<file path="config.mk">
export PLATFORM = sky130hd
export DESIGN_NAME = acc_seq
export DESIGN_NICKNAME = d
export VERILOG_FILES = /design/src/rtl/acc_pkg.sv /design/src/rtl/acc_alu.sv /design/src/rtl/acc_seq.sv
export SDC_FILE = /design/constraint.sdc
export NUM_CORES = 1
export LEC_CHECK = 0
export BUFFER_PORTS_ARGS = -buffer_cell sky130_fd_sc_hd__buf_2
export CELL_PAD_IN_SITES_DETAIL_PLACEMENT = 0
export CELL_PAD_IN_SITES_GLOBAL_PLACEMENT = 1
export CORE_UTILIZATION = 44
export CTS_BUF_LIST = sky130_fd_sc_hd__clkbuf_4
export CTS_CLUSTER_SIZE = 20
export DETAILED_ROUTE_END_ITERATION = 12
export PLACE_DENSITY = 0.93
export SETUP_SLACK_MARGIN = 0.05
export SLEW_MARGIN = 40
export SYNTH_ARGS = -nofsm -noshare
export SYNTH_HDL_FRONTEND = slang
export SYNTH_SLANG_ARGS = --single-unit
</file>
<file path="constraint.sdc">
create_clock -name clk -period 9.5 [get_ports clk]
set_input_delay 0.475 -clock clk [delete_from_list [all_inputs] [get_ports clk]]
set_output_delay 0.475 -clock clk [all_outputs]
set_load 0.01 [all_outputs]
</file>
<file path="src/rtl/acc_pkg.sv">
// acc_pkg: opcode constants, FSM state encoding and decode helper for acc_seq
package acc_pkg;
   localparam logic [2:0] OP_TC   = 3'd0;
   localparam logic [2:0] OP_CA   = 3'd3;
   localparam logic [2:0] OP_CS   = 3'd4;
   localparam logic [2:0] OP_TS   = 3'd5;
   localparam logic [2:0] OP_AD   = 3'd6;
   localparam logic [2:0] OP_MASK = 3'd7;
   localparam logic [2:0] ST_IDLE    = 3'd0;
   localparam logic [2:0] ST_FETCH   = 3'd1;
   localparam logic [2:0] ST_READ_OP = 3'd2;
   localparam logic [2:0] ST_EXEC0   = 3'd3;
   localparam logic [2:0] ST_EXEC1   = 3'd4;
   function automatic logic reads_operand(input logic [2:0] op);
      return op == OP_CA || op == OP_CS || op == OP_AD || op == OP_MASK;
   endfunction
endpackage

</file>
<file path="src/rtl/acc_alu.sv">
// acc_alu: combinational accumulator result for CA/CS/AD/MASK
module acc_alu
   import acc_pkg::*;
#(
   parameter int DW = 16
) (
   input  logic [DW-1:0] a,
   input  logic [DW-1:0] d,
   input  logic [2:0]    op,
   output logic [DW-1:0] y
);
   logic [DW:0] sum;
   // one's-complement add folds the carry-out back into the LSB
   always_comb begin
      sum = {1'b0, a} + {1'b0, d};
      y = op == OP_CA   ? d :
          op == OP_CS   ? ~d :
          op == OP_MASK ? (a & d) :
          op == OP_AD   ? sum[DW-1:0] + {{(DW-1){1'b0}}, sum[DW]} : a;
   end
endmodule

</file>
<file path="src/rtl/acc_seq.sv">
// acc_seq: single-accumulator instruction sequencer driving an external memory
module acc_seq
   import acc_pkg::*;
#(
   parameter int            AW        = 12,
   parameter int            DW        = 16,
   parameter logic [AW-1:0] BOOT_ADDR = 12'h800
) (
   input  logic          clk,
   input  logic          rstn,
   input  logic          run,
   input  logic          step,
   output logic [AW-1:0] mem_addr,
   output logic          mem_rd,
   input  logic [DW-1:0] mem_rdata,
   output logic          mem_we,
   output logic [DW-1:0] mem_wdata,
   output logic [DW-1:0] acc,
   output logic [DW-2:0] g,
   output logic [AW-1:0] s,
   output logic          busy,
   output logic          instr_done,
   output logic          halted
);
   logic [2:0]    state, nxt;
   logic [2:0]    op;
   logic [AW-1:0] dir;
   logic [DW-1:0] alu_y;
   logic          go_on, halt_tc, rd_op;
   acc_alu #(.DW(DW)) u_alu (.a(acc), .d(mem_rdata), .op(op), .y(alu_y));
   // decode, next state and memory strobes; strobes are pure state decode so reset clears them at once
   always_comb begin
      op = g[AW+2:AW];
      dir = g[AW-1:0];
      rd_op = reads_operand(op);
      go_on = run & ~halted;
      halt_tc = state == ST_EXEC0 && op == OP_TC && dir == s - 1'b1;
      nxt = state == ST_IDLE              ? ((go_on | step) ? ST_FETCH : ST_IDLE) :
            state == ST_FETCH             ? ST_READ_OP :
            state == ST_READ_OP           ? ST_EXEC0 :
            state == ST_EXEC0 && rd_op    ? ST_EXEC1 :
            halt_tc                       ? ST_IDLE :
            go_on                         ? ST_FETCH : ST_IDLE;
      mem_rd = state == ST_FETCH || (state == ST_EXEC0 && rd_op);
      mem_we = state == ST_EXEC0 && op == OP_TS;
      mem_addr = state == ST_EXEC0 ? dir : s;
      mem_wdata = acc;
      instr_done = (state == ST_EXEC0 && !rd_op) || state == ST_EXEC1;
      busy = state != ST_IDLE;
   end
   // architectural registers; halted clears only on a step accepted in IDLE
   always_ff @(posedge clk or negedge rstn) begin
      if (!rstn) begin
         state <= ST_IDLE;
         s <= BOOT_ADDR;
         g <= '0;
         acc <= '0;
         halted <= 1'b0;
      end else begin
         state <= nxt;
         if (state == ST_IDLE && step) halted <= 1'b0;
         if (state == ST_READ_OP) begin
            g <= mem_rdata[DW-2:0];
            s <= s + 1'b1;
         end
         if (state == ST_EXEC0 && op == OP_TC) s <= dir;
         if (halt_tc) halted <= 1'b1;
         if (state == ST_EXEC1) acc <= alu_y;
      end
   end
endmodule

</file>
* Yosys cells after proc, flatten, opt, wreduce, memory -nomap -nowiden
Cells that the tools add are included.
** Cells by class
- Reduce and logical (&&, ||, !) cells :: 19
- Equal/unequal tests :: 10
- Muxes and demuxes :: 16
- Add/sub/neg operators :: 4
- Bitwise logic cells :: 5
** Operators with widths (count)
- 16-bit two-way mux :: 4
- 12-bit two-way mux :: 3
- 16-bit by 16-bit adder with 17-bit output :: 1
- 16-bit by 1-bit adder with 16-bit output :: 1
- 16-bit AND :: 1
- 16-bit inverter :: 1
- 3-bit equality test, second input constant :: 5
- 12-bit by 1-bit adder with 12-bit output, second input constant :: 1
- 12-bit equality test :: 1
- 3-bit two-way mux :: 4
- 12-bit by 1-bit subtractor with 12-bit output, second input constant :: 1
- 3-bit by 2-bit equality test with 1-bit output, second input constant :: 3
- 1-bit logical AND :: 6
- 3-bit logical NOT :: 2
- 1-bit logical OR :: 5
- 1-bit two-way mux :: 5
- 2-bit nonzero test :: 2
- 4-bit nonzero test :: 1
- 3-bit by 1-bit equality test with 1-bit output, second input constant :: 1
- 3-bit nonzero test :: 1
- 2-bit AND reduction :: 1
- 1-bit AND :: 1
- 1-bit logical NOT :: 1
- 1-bit inverter :: 1
- 1-bit bitwise OR :: 1
** Storage, ports and cells
- Register bits :: 47
- Input port bits :: 20

* Depth between registers and ports, before layout
- Depth after elaboration :: 9
- Gate-level depth with buffers :: 18

* Cells and area by module
A second synthesis with hierarchy kept.
** Unflattened totals
- Cell total of the unflattened synthesis :: 561
- Area, all modules :: 4578.1 sq um
** By module, submodules not included
- acc_seq :: cells an instance 288, sequential area each 1177.4 sq um, area an instance 2771.4 sq um, times used 1
- acc_alu :: cells an instance 273, sequential area each 0.0 sq um, area an instance 1806.7 sq um, times used 1

* Least setup slack after synthesis
Ideal clock, no wire load.
- Path type :: input -> register
- Start point :: input mem_rdata[0]
- End point :: register acc[4]
- Data arrival time :: 3.710 ns
- Data required time :: 9.417 ns
- Library setup time :: 0.083 ns
- Stages :: 18
- Slack :: 5.707 ns
- Cells stage by stage :: ha_1 > fa_1 > a211oi_4 > o21a_1 > nor4_1 > o31a_1 > o21a_1 > o21ai_0 > nand2b_1 > ha_1 > ha_1 > and2_1 > nor3b_1 > xor2_1 > o22ai_1 > a21oi_1 > o21ai_0 > o21ai_0
** On the way
- Word-level cells in the longest chain between the ends :: 6
** Ends and longest elaborated chain
- start: declaration :: RTL line acc_seq.sv:15 : input logic [DW-1:0] mem_rdata,
- 16-bit by 16-bit adder with 17-bit output :: RTL line acc_alu.sv:15 : sum = {1'b0, a} + {1'b0, d};
- 16-bit by 1-bit adder with 16-bit output :: RTL line acc_alu.sv:19 : op == OP_AD ? sum[DW-1:0] + {{(DW-1){1'b0}}, sum[DW]} : a;
- 16-bit two-way mux :: RTL line acc_alu.sv:19
- 16-bit two-way mux :: RTL line acc_alu.sv:18 : op == OP_MASK ? (a & d) :
- 16-bit two-way mux :: RTL line acc_alu.sv:17 : op == OP_CS ? ~d :
- 16-bit two-way mux :: RTL line acc_alu.sv:16 : y = op == OP_CA ? d :
- end signal: assignment :: RTL line acc_seq.sv:68 : if (state == ST_EXEC1) acc <= alu_y;
- end: declaration :: RTL line acc_seq.sv:18 : output logic [DW-1:0] acc,
No other way between the ends. The select of a mux whose other input is x is not followed.
A chain may end at the register's enable or synchronous reset.

* Final worst setup path
- Start point :: register acc[0]
- End point :: register acc[4]
** On the way
- Word-level cells in the longest chain between the ends :: 6
** Ends and longest elaborated chain (RTL line)
- 16-bit by 16-bit adder with 17-bit output :: acc_alu.sv:15
- 16-bit by 1-bit adder with 16-bit output :: acc_alu.sv:19
- 16-bit two-way mux :: acc_alu.sv:19
- 16-bit two-way mux :: acc_alu.sv:18
- 16-bit two-way mux :: acc_alu.sv:17
- 16-bit two-way mux :: acc_alu.sv:16
No other way between the ends. The select of a mux whose other input is x is not followed.

==> metrics.md <==
| Metric | Value |
|---|---|
| Clock sink count | `47` |
| HP Class | `input port to async pin` |
| Status | `finished, final reports clean` |
| CP endpoint kind | `flip-flop` |
| CP Cell Sequence | `ha_1 -> fa_1 -> a211oi_4 -> o21a_1 -> nor4_1 -> o31a_1 -> o21a_1 -> o21ai_0 -> nand2b_1 -> ha_1 -> ha_1 -> and2_1 -> nor3b_1 -> xor2_1 -> o22ai_1 -> a21oi_1 -> o21ai_0 -> o21ai_0` |
| Die height | `104 microns` |
| Post-CTS resize count | `0` |
| Lkg Pwr | `2.29 nW` |
| Slowest CP cell | `fa_1` |
| Total negative slack | `0 ns` |
| R2R cell count | `18` |
| Max Transition Viols Final | `0` |
| Reg2reg start | `acc[0]` |
| DIE AREA | `0.0109 sq mm` |
| Die X | `104 microns` |
| P&R area growth vs syn | `9.39%` |
| Post-CTS Setup Inserts | `0` |
| #FFs+latches synth | `47` |
| Fmax | `234 MHz` |
| DR pass1 iterations | `5` |
| Tmin final | `4.28 ns` |
| Clk buf depth | `2` |
| Gr usage total | `22.8%` |
| Worst-path maximum fanout | `5` |
| Critical R2R Capture | `acc[4]` |
| CTS H-tree lvls | `2` |
| Max-cap viol count | `0` |
| Clock root cell | `clkbuf_4` |
| Peak supply drop | `131 uV` |
| Synth Flop Type | `dfrtp_1` |
| Final setup vio count | `0` |
| First-pass GRT wire length | `20400 microns` |
| CTS buffer count | `5` |
| Number of synthesized flops with an enable pin | `0` |
| Hold buffer count at cts | `0` |
| HPWL after detailed placement | `9490 microns` |
| RSZ-0062 raised after global routing | `false` |
| Iter 0 DRT Violations | `431` |
| Initial Util | `46.3%` |
| Post-synthesis cell count | `580` |
| Post-DP Area | `0.00498 sq mm` |
| CP max stage delay | `0.47 ns` |
| Total core area | `0.00995 sq mm` |
| Clk_skew | `0.0177 ns` |
| Global route overflow | `0` |
| Max_slew headroom | `48.7%` |
| Seq/Total Area, Yosys | `25.5%` |
| Synth cell types | `73` |
| Tightest Pin Transition | `0.770 ns` |
| Startpoint types | `flip-flop` |
| DRT antenna net count | `0` |
| Netlist Area Pre-Place | `0.00461 sq mm` |
| RD Place Congestion | `0.883` |
| Reg2Reg Setup Slack | `5.22 ns` |
| Asr flop ratio synth | `100%` |
| Vias/cell | `5.94` |
| Final instance count without filler cells | `771` |
| Share of cells above drive strength 1 | `21.9%` |
| Critical path class | `flip-flop to flip-flop` |
| CP Data Arrival Time | `4.60 ns` |
| Port bufs | `95` |
| CTS clk-pin slew, worst paths | `0.16 ns` |
| Syn_area_per_cell | `7.95 sq um` |
| Pwr dens | `393 mW/mm^2` |
| Fin crit share | `45.0%` |
| Vias in the first global route | `4158` |
| Via count | `4579` |
| Clk_lat worst skew | `0.38 ns` |
| Routed len/inst | `16.2 microns` |
| N_diodes | `0` |
| Pin count of the biggest net entering global routing | `48` |
| Yosys warns | `0` |
| Final hold vios | `0` |
| CP bufs+invs | `0` |
| Placed cells | `762` |
| Initial antenna violation count | `0` |
| Synth Net Count | `621` |
| Final Cell Area | `0.00504 sq mm` |
| Detailed Route WL | `12500 microns` |
| Min Hold Slack | `0.0764 ns` |
| CP top delay family | `compound AO/OA/AOI/OAI gates` |
| Final net count | `678` |
| CTS tree | `done` |
| # rows | `36` |
| DRC Markers | `0` |
| I/O pins | `96` |
| Crit path required time | `9.82 ns` |
report_power, final:
group          internal (mW)  total, mW  switching, mW
sequential             0.288      0.460          0.172
clock                 0.0285      0.100         0.0714
combinational          0.607       1.42          0.816
cells by family after synthesis:
kind of cell,after synthesis,share of synthesized area (%)
xor+xnor,31,6.46
buf+inv,74,8.77
fa+ha+maj,21,5.86
simple gates,220,24.1
flops,47,25.5
mux,15,3.61
compound gates,172,25.7
sequential cells by signal, indices dropped and copies added (netlist names):
| name | cells |
|---|---|
| acc | 16 |
| g | 15 |
| s | 12 |
| state | 3 |
| halted | 1 |
synthesized netlist by cell type, types with 3 or more instances:
master | instances | share of area [%]
nor4_1 | 8 | 1.1
a211oi_1 | 14 | 2.3
ha_1 | 20 | 5.4
o211ai_1 | 7 | 1.1
xor2_1 | 10 | 1.9
o221ai_1 | 5 | 0.95
o22ai_1 | 4 | 0.54
o2111ai_1 | 4 | 0.76
inv_1 | 24 | 2.0
dfrtp_1 | 46 | 25
mux2_2 | 13 | 3.2
a221o_1 | 5 | 1.1
buf_4 | 17 | 2.8
o21a_1 | 5 | 0.81
a21oi_1 | 25 | 2.7
nand2b_1 | 4 | 0.54
nand3_1 | 17 | 1.8
a31oi_1 | 6 | 0.81
a21o_1 | 8 | 1.3
o21ai_0 | 47 | 5.1
a22oi_1 | 5 | 0.81
and2_1 | 5 | 0.68
o21ai_1 | 9 | 0.98
clkbuf_1 | 26 | 2.1
or3_1 | 8 | 1.1
nor3_1 | 14 | 1.5
nor3b_1 | 7 | 1.1
nand3b_1 | 3 | 0.49
and3_1 | 13 | 1.8
nor2b_1 | 6 | 0.81
o311ai_0 | 3 | 0.57
nand2_1 | 84 | 6.8
clkbuf_8 | 4 | 1.2
a222oi_1 | 4 | 0.87
xnor2_1 | 19 | 3.6
nor2_1 | 34 | 2.8
nand4_1 | 4 | 0.54
per-stage QoR:
| step | utilization, % | setup WS [ns] | total power [mW] |
|---|---|---|---|
| after detailed placement | 50.0 | 5.11 | 1.87 |
| after global routing | 50.6 | 4.88 | 2.16 |
| final | 50.6 | 5.22 | 1.98 |
| after global placement | 49.9 | 5.25 | 1.84 |
| after floorplan | - | 5.71 | 1.54 |
| after CTS | 50.6 | 5.27 | 1.97 |
area by class of cell:
class | count | area, sq um
sequential | 47 | 1180
clock inverter | 3 | 20.0
clock buffer | 5 | 37.5
timing repair buffer | 100 | 515
tap | 133 | 166
fill | 1008 | 4910
inverter | 24 | 90.1
multi-input combinational | 459 | 3030
worst max-delay path by stage:
stage,to,cells past startpoint,start
after floorplan,acc[4],18,mem_rdata[0]
after global placement,acc[4],19,mem_rdata[0]
after detailed placement,acc[4],19,mem_rdata[0]
after CTS,acc[4],18,acc[0]
after global routing,acc[4],18,acc[0]
final,acc[4],18,acc[0]
placed cells by master, fill, tap and decap left out, drive strengths merged, types with 5 or more instances in the layout:
master | synthesis | routed
and3 | 14 | 14
a211oi | 15 | 15
or3 | 8 | 8
clkbuf | 30 | 5
nor2 | 35 | 35
o221ai | 5 | 5
o21ai | 57 | 57
a21o | 8 | 8
and2 | 6 | 6
o21a | 5 | 5
nand4 | 5 | 5
mux2 | 13 | 13
xor2 | 10 | 10
ha | 20 | 20
xnor2 | 21 | 21
a221o | 5 | 5
nand3 | 17 | 17
nor3 | 14 | 14
nor2b | 6 | 6
dfrtp | 46 | 46
o211ai | 7 | 7
a21oi | 26 | 26
nor3b | 7 | 7
a31oi | 6 | 6
nor4 | 10 | 10
a22oi | 5 | 5
inv | 24 | 24
nand2 | 84 | 84
buf | 19 | 100
metal layers:
metal	GRT usage, %	up-vias	part of all wire, %
met5	0	-	0
met4	8.67	0	2.5
met3	1.94	21	4.8
met2	38.8	158	47
met1	29.9	2179	45
li1	-	2221	-
worst register-to-register path, stage by stage, from the launching register on:
cell	delay (ns)
dfrtp_1	0.44
ha_1	0.25
fa_1	0.47
a211oi_4	0.35
o21a_1	0.23
nor4_1	0.07
o31a_1	0.31
o21a_1	0.19
o21ai_0	0.14
nand2b_1	0.12
ha_1	0.24
ha_1	0.21
and2_1	0.18
nor3b_1	0.16
xor2_1	0.31
o22ai_1	0.13
a21oi_1	0.15
o21ai_0	0.10
o21ai_0	0.16
Power figures use the tool's default switching activity.
